[config.mk]
export PLATFORM = sky130hd
export DESIGN_NAME = moore_stream_decoder
export DESIGN_NICKNAME = d
export VERILOG_FILES = /design/src/rtl/moore_pkg.sv /design/src/rtl/moore_word_packer.sv /design/src/rtl/moore_stream_decoder.sv
export SDC_FILE = /design/constraint.sdc
export NUM_CORES = 1
export LEC_CHECK = 0
export BUFFER_PORTS_ARGS = -buffer_cell sky130_fd_sc_hd__buf_4
export CELL_PAD_IN_SITES_DETAIL_PLACEMENT = 1
export CELL_PAD_IN_SITES_GLOBAL_PLACEMENT = 2
export CORE_UTILIZATION = 39
export CTS_CLUSTER_DIAMETER = 120
export DETAILED_ROUTE_END_ITERATION = 10
export HOLD_SLACK_MARGIN = 0.02
export PLACE_DENSITY = 0.79
export SETUP_SLACK_MARGIN = 0.4
export SLEW_MARGIN = 20
export SYNTH_ARGS = -nofsm -noshare
export SYNTH_HDL_FRONTEND = slang
export SYNTH_SLANG_ARGS = --single-unit
[constraint.sdc]
create_clock -name clock -period 4.25 [get_ports clock]
set_clock_uncertainty 0.15 [all_clocks]
set_input_delay 0.6375 -clock clock [delete_from_list [all_inputs] [get_ports clock]]
set_output_delay 0.6375 -clock clock [all_outputs]
set_load 0.02 [all_outputs]
[src/rtl/moore_pkg.sv]
// Shared definitions for the 4-state Moore encoder and its stream decoder.
// State encodings here are the wire format; the encoder must use the same values.
package moore_pkg;

  typedef enum logic [1:0] {
    S0 = 2'b00,
    S1 = 2'b01,
    S2 = 2'b10,
    S3 = 2'b11
  } state_t;

  typedef enum logic {
    SYNC   = 1'b0,
    RESYNC = 1'b1
  } dec_fsm_t;

  localparam int ERR_COUNT_W = 8;

  // Returns {legal, bit}: the encoder input x that moves prev to next.
  function automatic logic [1:0] decode_bit(input state_t prev, input state_t next);
    logic [1:0] result;
    result = 2'b00;
    case (prev)
      S0: begin
        if (next == S3)      result = 2'b11;
        else if (next == S2) result = 2'b10;
      end
      S1: begin
        if (next == S1)      result = 2'b11;
        else if (next == S3) result = 2'b10;
      end
      S2: begin
        if (next == S2)      result = 2'b11;
        else if (next == S3) result = 2'b10;
      end
      S3: begin
        if (next == S0)      result = 2'b11;
        else if (next == S2) result = 2'b10;
      end
      default: result = 2'b00;
    endcase
    return result;
  endfunction

endpackage

[src/rtl/moore_word_packer.sv]
// Packs recovered bits LSB-first into WIDTH-bit words and holds each word
// behind a valid/ready handshake; words completed while one is pending are dropped.
module moore_word_packer #(
  parameter int WIDTH = 8,
  localparam int CW = $clog2(WIDTH + 1)
) (
  input  logic             clock,
  input  logic             reset,
  input  logic             bit_valid,
  input  logic             bit_in,
  input  logic             bit_clear,
  input  logic             data_ready,
  output logic [WIDTH-1:0] data_out,
  output logic             data_valid,
  output logic [CW-1:0]    bit_count,
  output logic             overflow
);

  logic [WIDTH-1:0] shift_reg;
  logic [WIDTH-1:0] word_next;
  logic [CW-1:0]    bit_count_reg;
  logic [WIDTH-1:0] data_out_reg;
  logic             data_valid_reg;
  logic             overflow_reg;
  logic             last_bit;
  logic             handshake;
  logic             word_done;

  // Each slot captures the incoming bit when the count points at it, so the
  // first bit of a word always lands in bit 0.
  generate
    for (genvar gi = 0; gi < WIDTH; gi++) begin : g_slot
      assign word_next[gi] = (bit_count_reg == CW'(gi)) ? bit_in : shift_reg[gi];
    end
  endgenerate

  assign last_bit  = (bit_count_reg == CW'(WIDTH - 1));
  assign handshake = data_valid_reg && data_ready;
  assign word_done = bit_valid && !bit_clear && last_bit;

  always_ff @(posedge clock or negedge reset) begin
    if (!reset) begin
      shift_reg      <= '0;
      bit_count_reg  <= '0;
      data_out_reg   <= '0;
      data_valid_reg <= 1'b0;
      overflow_reg   <= 1'b0;
    end else begin
      if (bit_clear) begin
        bit_count_reg <= '0;
      end else if (bit_valid) begin
        shift_reg     <= word_next;
        bit_count_reg <= last_bit ? '0 : bit_count_reg + CW'(1);
      end

      // A word being accepted this cycle frees the output slot for the new one.
      if (word_done && (!data_valid_reg || handshake)) begin
        data_out_reg   <= word_next;
        data_valid_reg <= 1'b1;
      end else begin
        if (handshake) data_valid_reg <= 1'b0;
        if (word_done) overflow_reg   <= 1'b1;
      end
    end
  end

  assign data_out   = data_out_reg;
  assign data_valid = data_valid_reg;
  assign bit_count  = bit_count_reg;
  assign overflow   = overflow_reg;

endmodule

[src/rtl/moore_stream_decoder.sv]
// Rebuilds the encoder's serial input from its observed state stream and flags
// illegal transitions. Define MOORE_DEC_ERRCNT_EN to add the saturating err_count output.
module moore_stream_decoder
  import moore_pkg::*;
#(
  parameter int WIDTH = 8,
  localparam int CW = $clog2(WIDTH + 1)
) (
  input  logic             clock,
  input  logic             reset,
  input  logic [1:0]       y_in,
  input  logic             y_valid,
  output logic [WIDTH-1:0] data_out,
  output logic             data_valid,
  input  logic             data_ready,
  output logic [CW-1:0]    bit_count,
  output logic             err,
  output logic             overflow
`ifdef MOORE_DEC_ERRCNT_EN
  ,
  output logic [ERR_COUNT_W-1:0] err_count
`endif
);

  dec_fsm_t   fsm_reg, fsm_next;
  state_t     tracked_reg, tracked_next;
  logic       err_reg, err_next;
  logic [1:0] dec_result;
  logic       bit_valid;
  logic       bit_clear;

  always_ff @(posedge clock or negedge reset) begin
    if (!reset) begin
      fsm_reg     <= SYNC;
      tracked_reg <= S0;
      err_reg     <= 1'b0;
    end else begin
      fsm_reg     <= fsm_next;
      tracked_reg <= tracked_next;
      err_reg     <= err_next;
    end
  end

  // Tracked state always follows the stream, so an illegal jump re-anchors
  // decoding on the state actually observed.
  always_comb begin
    dec_result   = decode_bit(tracked_reg, state_t'(y_in));
    fsm_next     = fsm_reg;
    tracked_next = tracked_reg;
    err_next     = 1'b0;
    bit_valid    = 1'b0;
    bit_clear    = 1'b0;
    if (y_valid) begin
      tracked_next = state_t'(y_in);
      if (dec_result[1]) begin
        bit_valid = 1'b1;
        fsm_next  = SYNC;
      end else begin
        err_next  = 1'b1;
        bit_clear = (fsm_reg == SYNC);
        fsm_next  = RESYNC;
      end
    end
  end

  moore_word_packer #(.WIDTH(WIDTH)) u_packer (
    .clock      (clock),
    .reset      (reset),
    .bit_valid  (bit_valid),
    .bit_in     (dec_result[0]),
    .bit_clear  (bit_clear),
    .data_ready (data_ready),
    .data_out   (data_out),
    .data_valid (data_valid),
    .bit_count  (bit_count),
    .overflow   (overflow)
  );

  assign err = err_reg;

`ifdef MOORE_DEC_ERRCNT_EN
  logic [ERR_COUNT_W-1:0] err_count_reg;

  always_ff @(posedge clock or negedge reset) begin
    if (!reset) begin
      err_count_reg <= '0;
    end else if (err_next && (err_count_reg != {ERR_COUNT_W{1'b1}})) begin
      err_count_reg <= err_count_reg + ERR_COUNT_W'(1);
    end
  end

  assign err_count = err_count_reg;
`endif

endmodule

==> results.sh, run 1 <==
export IMPL_wire_per_inst_um=14.9
export IMPL_layout_setup_ws_ns=2.23
export IMPL_clock_fmax_ghz=0.494
export IMPL_pwr_share_seq=0.458
export IMPL_synth_top_cell_area_share=0.484
export IMPL_htree_levels=1
export IMPL_netlist_area_sq_um=1290
export IMPL_clkTransAtPathRegs_ns=0.13
export IMPL_core_area_sq_um=3100
export IMPL_synth_area_leaders="dfrtp_1 (48%), mux2_2 (16%), ha_1 (3.9%)"
export IMPL_ys_types=31
export IMPL_rsz0062_at_grt="false"
export IMPL_synthSimpleGateAreaFrac=0.147
export IMPL_postCtsSetupRepairBufs=0
export IMPL_numCtsBuffers=3
export IMPL_crit_path_start_kind="register"
export IMPL_p_switching_uw=309
export IMPL_worst_path_max_delay_cell="dfrtp_1"
export IMPL_setup_viol=0
export IMPL_hold_path_class="in -> async"
export IMPL_p_sw_frac=0.377
export IMPL_antenna_found_initial=0
export IMPL_root_buffer="clkbuf_4"
export IMPL_synth_adder_area_share=0.0387
export IMPL_drive_gt1_frac=0.381
export IMPL_r2r_end="u_packer.data_out[4]$_DFFE_PN0P_"
export IMPL_synth_xor_area_frac=0.0251
export IMPL_grt_pass1_vias=907
export IMPL_finish_utilization=0.485
export IMPL_cts_sinks=25
export IMPL_hold_viol=0
export IMPL_hold_buffers=0
export IMPL_worstSkewPairLatency_ns=0.32
export IMPL_syn_nets=115
export IMPL_power_uw=819
export IMPL_cp_max_fo=18
export IMPL_worst_pin_slew_ns=0.503
export IMPL_max_slew_margin=0.664
export IMPL_die_y_um=59.6
export IMPL_yosysSeqAreaShare=0.484
export IMPL_critPathRequiredTime_ns=3.46
export IMPL_place_gp_congestion=0.787
export IMPL_crit_buf_inv=1
export IMPL_area_delta_synth_final_pct=16.4
export IMPL_design_area_sq_um=1510
export IMPL_grt_overflow_total=0
export IMPL_fin_setup_tns_ns=0
export IMPL_fin_cells=170
export IMPL_post_route_drc_count=0
export IMPL_synth_avg_cell_area_sq_um=12.3
export IMPL_synth_compound_area_frac=0.0977
export IMPL_port_buffers=20
export IMPL_dp_hpwl_um=1930
export IMPL_power_frac_comb=0.415
export IMPL_p_int_uw=510
export IMPL_grt_max_degree=26
export IMPL_end_kind="primary output"
export IMPL_cp_arrival_ns=1.24
export IMPL_max_clock_path_buffers=2
export IMPL_dieArea_sq_um=3550
export IMPL_grtUsageTotal=0.171
export IMPL_synth_top_family_by_area="multiplexers"
export IMPL_placed_area_sq_um=1480
export IMPL_routed_wl_um=2530
export IMPL_place_inst=166
export IMPL_drt_iter0_markers=19
export IMPL_diodes=0
export IMPL_synth_top_area_cell="dfrtp_1"
export IMPL_post_route_period_util=0.476
export IMPL_r2r_start="u_packer.bit_count[0]$_DFFE_PN0P_"
export IMPL_status="finished clean"
export IMPL_drt_pre_antenna_iters=4
export IMPL_p_leak_nw=0.743
export IMPL_layout_nets=137
export IMPL_power_frac_clock=0.127
export IMPL_crit_chain="buf_4"
export IMPL_yosys_mux_area_fraction=0.182
export IMPL_ant_nets=0
export IMPL_ir_worst_vdd_uv=202
export IMPL_holdWs_ns=0.0486
export IMPL_maxCapViolations=0
export IMPL_r2r_slack_ns=2.35
export IMPL_critical_path_top_delay_family="flip-flops"
export IMPL_yosysWarnings=0
export IMPL_critPathMaxStageDelay_ns=0.68
export IMPL_ys_ff_latch=25
export IMPL_chipWidth_um=59.6
export IMPL_syn_instance_count=105
export IMPL_cts_resized=0
export IMPL_path_class="reg -> out"
export IMPL_initial_core_util=0.417
export IMPL_grt_pass1_wl_um=4340
export IMPL_dr_total_vias=860
export IMPL_reg2reg_depth=6
export IMPL_vias_per_cell=5.06
export IMPL_p_per_area_nw_per_um2=544
export IMPL_slew_violations=0
export IMPL_min_period_ns=2.02
export IMPL_rows=20
export IMPL_largest_reg_flops=8
export IMPL_num_io_pins=21
export IMPL_pre_cts_ws_ns=2.04
export IMPL_cts_tree="done"
-- synthesized netlist by cell type (all sizes together) --
library cell,number
o21bai,1
o21ai,4
buf,1
nor2b,3
mux2i,1
nand2,5
and3b,1
o41ai,3
mux2,20
inv,4
a22o,3
nand3,2
nor4b,1
clkbuf,2
nor2,5
xnor2,2
and2,1
and3,3
a21oi,2
ha,4
a21o,2
o2bb2ai,1
nor3,4
nand2b,5
dfrtp,25
-- final cells by class --
type	count	area (sq um)
Tap cell	44	55.1
Inverter	4	15.0
Fill cell	350	1600
Clock buffer	4	26.3
Sequential cell	25	626
Multi-Input combinational cell	73	634
Timing Repair Buffer	20	150
-- power groups by stage --
stage	Clock [mW]	Combinational, mW	Sequential, mW
6_report	0.104	0.340	0.375
5_1_grt	0.119	0.373	0.388
2_1_floorplan	0	0.200	0.401
4_1_cts	0.110	0.346	0.378
3_5_place_dp	0	0.345	0.383
3_3_place_gp	0	0.335	0.380
-- routing by layer --
layer,GRT usage,routed length (um),vias to the layer above,share of wire
met2,0.299,1310,12,0.52
li1,-,-,416,-
met4,0.0797,41,0,0.016
met3,0.0197,60,4,0.024
met5,0,0,-,0
met1,0.209,1120,428,0.44
-- cells in the final DEF, fill, tap and decap left out --
cell type,count
nor4b_4,1
o21ai_1,1
buf_4,20
a21oi_4,1
mux2i_1,1
a21o_2,1
nand3_1,1
a21o_1,1
inv_1,4
o41ai_1,3
xnor2_2,2
nand2_1,5
o21ai_0,3
nand2b_1,5
clkbuf_4,3
o21bai_1,1
nor2_2,1
o2bb2ai_1,1
nand3_4,1
nor3_1,4
and3_1,3
clkbuf_1,1
and2_1,1
and3b_1,1
mux2_2,18
a21oi_1,1
nor2_1,4
ha_1,4
nor2b_1,3
dfrtp_1,25
a22o_1,3
mux2_1,2
-- cell families (layout without fill, tap and decap cells) --
family          count (synthesis)  count (layout)
xor+xnor                        2               2
buf+inv                         7              28
flops                          25              25
compound gates                 16              16
simple gates                   30              30
fa+ha+maj                       4               4
mux                            21              21
-- worst max-delay path by stage --
stage	slack [ns]	cells past startpoint	to	from
CTS	2.21	1	bit_count[2]	u_packer.bit_count[2]$_DFFE_PN0P_
floorplan	2.31	4	u_packer.shift_reg[3]$_DFFE_PN0P_	y_in[0]
global route	2.13	1	bit_count[2]	u_packer.bit_count[2]$_DFFE_PN0P_
finish	2.23	1	bit_count[2]	u_packer.bit_count[2]$_DFFE_PN0P_
detailed placement	2.04	5	u_packer.shift_reg[3]$_DFFE_PN0P_	y_in[0]
global placement	2.08	5	u_packer.shift_reg[3]$_DFFE_PN0P_	y_in[0]
No activity file was read; power rests on OpenSTA's default activity.
==> inputs of run 2 (changes only) <==
--- a/config.mk
+++ b/config.mk
@@ -8,11 +8,11 @@
 export BUFFER_PORTS_ARGS = -buffer_cell sky130_fd_sc_hd__buf_4
 export CELL_PAD_IN_SITES_DETAIL_PLACEMENT = 1
 export CELL_PAD_IN_SITES_GLOBAL_PLACEMENT = 2
-export CORE_UTILIZATION = 39
+export CORE_UTILIZATION = 33
 export CTS_CLUSTER_DIAMETER = 120
 export DETAILED_ROUTE_END_ITERATION = 10
 export HOLD_SLACK_MARGIN = 0.02
-export PLACE_DENSITY = 0.79
+export PLACE_DENSITY = 0.71
 export SETUP_SLACK_MARGIN = 0.4
 export SLEW_MARGIN = 20
 export SYNTH_ARGS = -nofsm -noshare
==> constraint.sdc (replaced) <==
create_clock -name clock -period 1.7 [get_ports clock]
set_clock_uncertainty 0.15 [all_clocks]
set_input_delay 0.255 -clock clock [delete_from_list [all_inputs] [get_ports clock]]
set_output_delay 0.255 -clock clock [all_outputs]
set_load 0.02 [all_outputs]
==> results.sh, run 2 (synthesis results as in run 1) <==
export IMPL_routed_wl_um=3130
export IMPL_layout_nets=153
export IMPL_final_common_cell="buf_4"
export IMPL_dr_total_vias=958
export IMPL_core_area_sq_um=3720
export IMPL_drt_iter0_markers=17
export IMPL_cts_sinks=25
export IMPL_ant_nets=0
export IMPL_critical_path_top_delay_family="multiplexers"
export IMPL_grt_overflow_total=0
export IMPL_crit_buf_inv=1
export IMPL_min_period_ns=1.71
export IMPL_max_slew_margin=0.759
export IMPL_rows=22
export IMPL_maxCapViolations=0
export IMPL_power_mw=2.67
export IMPL_grt_max_degree=26
export IMPL_critPathRequiredTime_ns=1.72
export IMPL_dieArea_sq_um=4180
export IMPL_r2r_end="u_packer.data_out[4]$_DFFE_PN0P_"
export IMPL_crit_chain="inv_4, ha_4, nor2b_4, nand2_2, mux2_4, mux2_2"
export IMPL_critPathMaxStageDelay_ns=0.46
export IMPL_crit_cells=6
export IMPL_slew_violations=0
export IMPL_largest_reg_flops=8
export IMPL_fill_cells=400
export IMPL_port_buffers=20
export IMPL_hold_viol=0
export IMPL_fin_setup_tns_ns=-0.0223
export IMPL_cp_max_fo=4
export IMPL_clkTransAtPathRegs_ns=0.09
export IMPL_worst_pin_slew_ns=0.356
export IMPL_vias_per_cell=5.04
export IMPL_dp_hpwl_um=2060
export IMPL_antenna_found_initial=0
export IMPL_initial_core_util=0.348
export IMPL_end_kind="register"
export IMPL_hold_path_class="in -> reg"
export IMPL_place_gp_congestion=0.788
export IMPL_p_per_area_nw_per_um2=1400
export IMPL_status="complete, but fails checks"
export IMPL_r2r_slack_ns=-0.01
export IMPL_wire_per_inst_um=16.5
export IMPL_endpoint="u_packer.data_out[4]$_DFFE_PN0P_"
export IMPL_die_y_um=64.6
export IMPL_violations="setup timing"
export IMPL_worst_path_max_delay_cell="dfrtp_2"
export IMPL_worstSkewPairLatency_ns=0.28
export IMPL_drive_gt1_frac=0.662
export IMPL_chipWidth_um=64.6
export IMPL_grtUsageTotal=0.171
export IMPL_post_route_period_util=1.01
export IMPL_pre_cts_ws_ns=-0.0552
export IMPL_crit_start="u_packer.bit_count[0]$_DFFE_PN0P_"
export IMPL_root_buffer="clkbuf_8"
export IMPL_grt_pass1_wl_um=5290
export IMPL_reg2reg_depth=6
export IMPL_layout_cells_most_common_list="buf_4 (26), dfrtp_1 (20), mux2_4 (11)"
export IMPL_drt_pre_antenna_iters=2
export IMPL_numCtsBuffers=3
export IMPL_clock_fmax_ghz=0.585
export IMPL_cp_arrival_ns=1.73
export IMPL_r2r_start="u_packer.bit_count[0]$_DFFE_PN0P_"
export IMPL_setup_viol=3
export IMPL_post_route_drc_count=0
export IMPL_max_clock_path_buffers=2
export IMPL_ir_worst_vdd_uv=531
export IMPL_htree_levels=1
export IMPL_layout_setup_ws_ns=-0.0107
export IMPL_num_io_pins=21
export IMPL_area_delta_synth_final_pct=47.7
export IMPL_rsz0062_at_grt="true"
export IMPL_fin_cells=190
export IMPL_grt_pass1_vias=1066
export IMPL_crit_path_start_kind="register"
export IMPL_place_inst=179
export IMPL_p_leak_nw=0.903
export IMPL_diodes=0
export IMPL_cts_tree="done"
export IMPL_path_class="reg -> reg"
## run 2: worst register-to-register path: cells and delay by family, from the launching register on
family                   cells  cell delay (ns)
multiplexers                 2             0.54
AND/OR/NAND/NOR              2             0.22
buffers and inverters        1             0.10
flip-flops                   1             0.46
adder cells (fa/ha/maj)      1             0.14
## run 2: through the flow
step                utilization  area (sq um)  hold slack, ns
floorplan                     -          1380          -0.191
global placement          0.438          1630          0.0335
detailed placement        0.438          1630          0.0345
CTS                       0.500          1860           0.101
global route              0.514          1910           0.105
finish                    0.514          1910           0.104
## run 2: what timing repair did
item / in CTS / in global routing
setup buffers: 5 / 1
hold buffers: 1 / 0
endpoints found under the hold margin: 25 / 0
gates resized for setup: 31 / 11
pin swaps: 8 / 6
endpoints found under the setup margin: 27 / 27
## run 2: worst min-delay path by stage
stage,start,endpoint,cells past startpoint
2_1_floorplan,reset,err$_DFF_PN0_,0
3_3_place_gp,reset,u_packer.data_out[5]$_DFFE_PN0P_,1
3_5_place_dp,reset,u_packer.data_out[5]$_DFFE_PN0P_,1
4_1_cts,y_in[0],tracked_reg[0]$_DFFE_PN0P_,2
5_1_grt,y_in[0],tracked_reg[0]$_DFFE_PN0P_,2
6_report,y_in[0],tracked_reg[0]$_DFFE_PN0P_,2
## run 2: layer usage
metal  track usage  up-vias  routed length (um)
met2         0.283       13                1550
met1         0.222      496                1470
met3        0.0211        5                  54
met4        0.0750        0                  59
li1              -      444                   -
met5             0        -                   0
## run 2: layout make-up
class,count,area [sq um],share of cell area
flip-flops and latches,25,634,0.332
clock inverters,1,5.00,0.00262
well taps,48,60.1,0.0314
repair buffers,36,307,0.160
inverters,4,20.0,0.0105
clock buffers,3,41.3,0.0216
multi-input cells,73,843,0.441
## run 2: report_power, final
group          switching [mW]  total (mW)  internal, mW  leakage, nW
clock network           0.198       0.363         0.164       0.0255
registers               0.162       0.938         0.776        0.324
logic                   0.631        1.37         0.738        0.554
total                   0.990        2.67          1.68        0.903
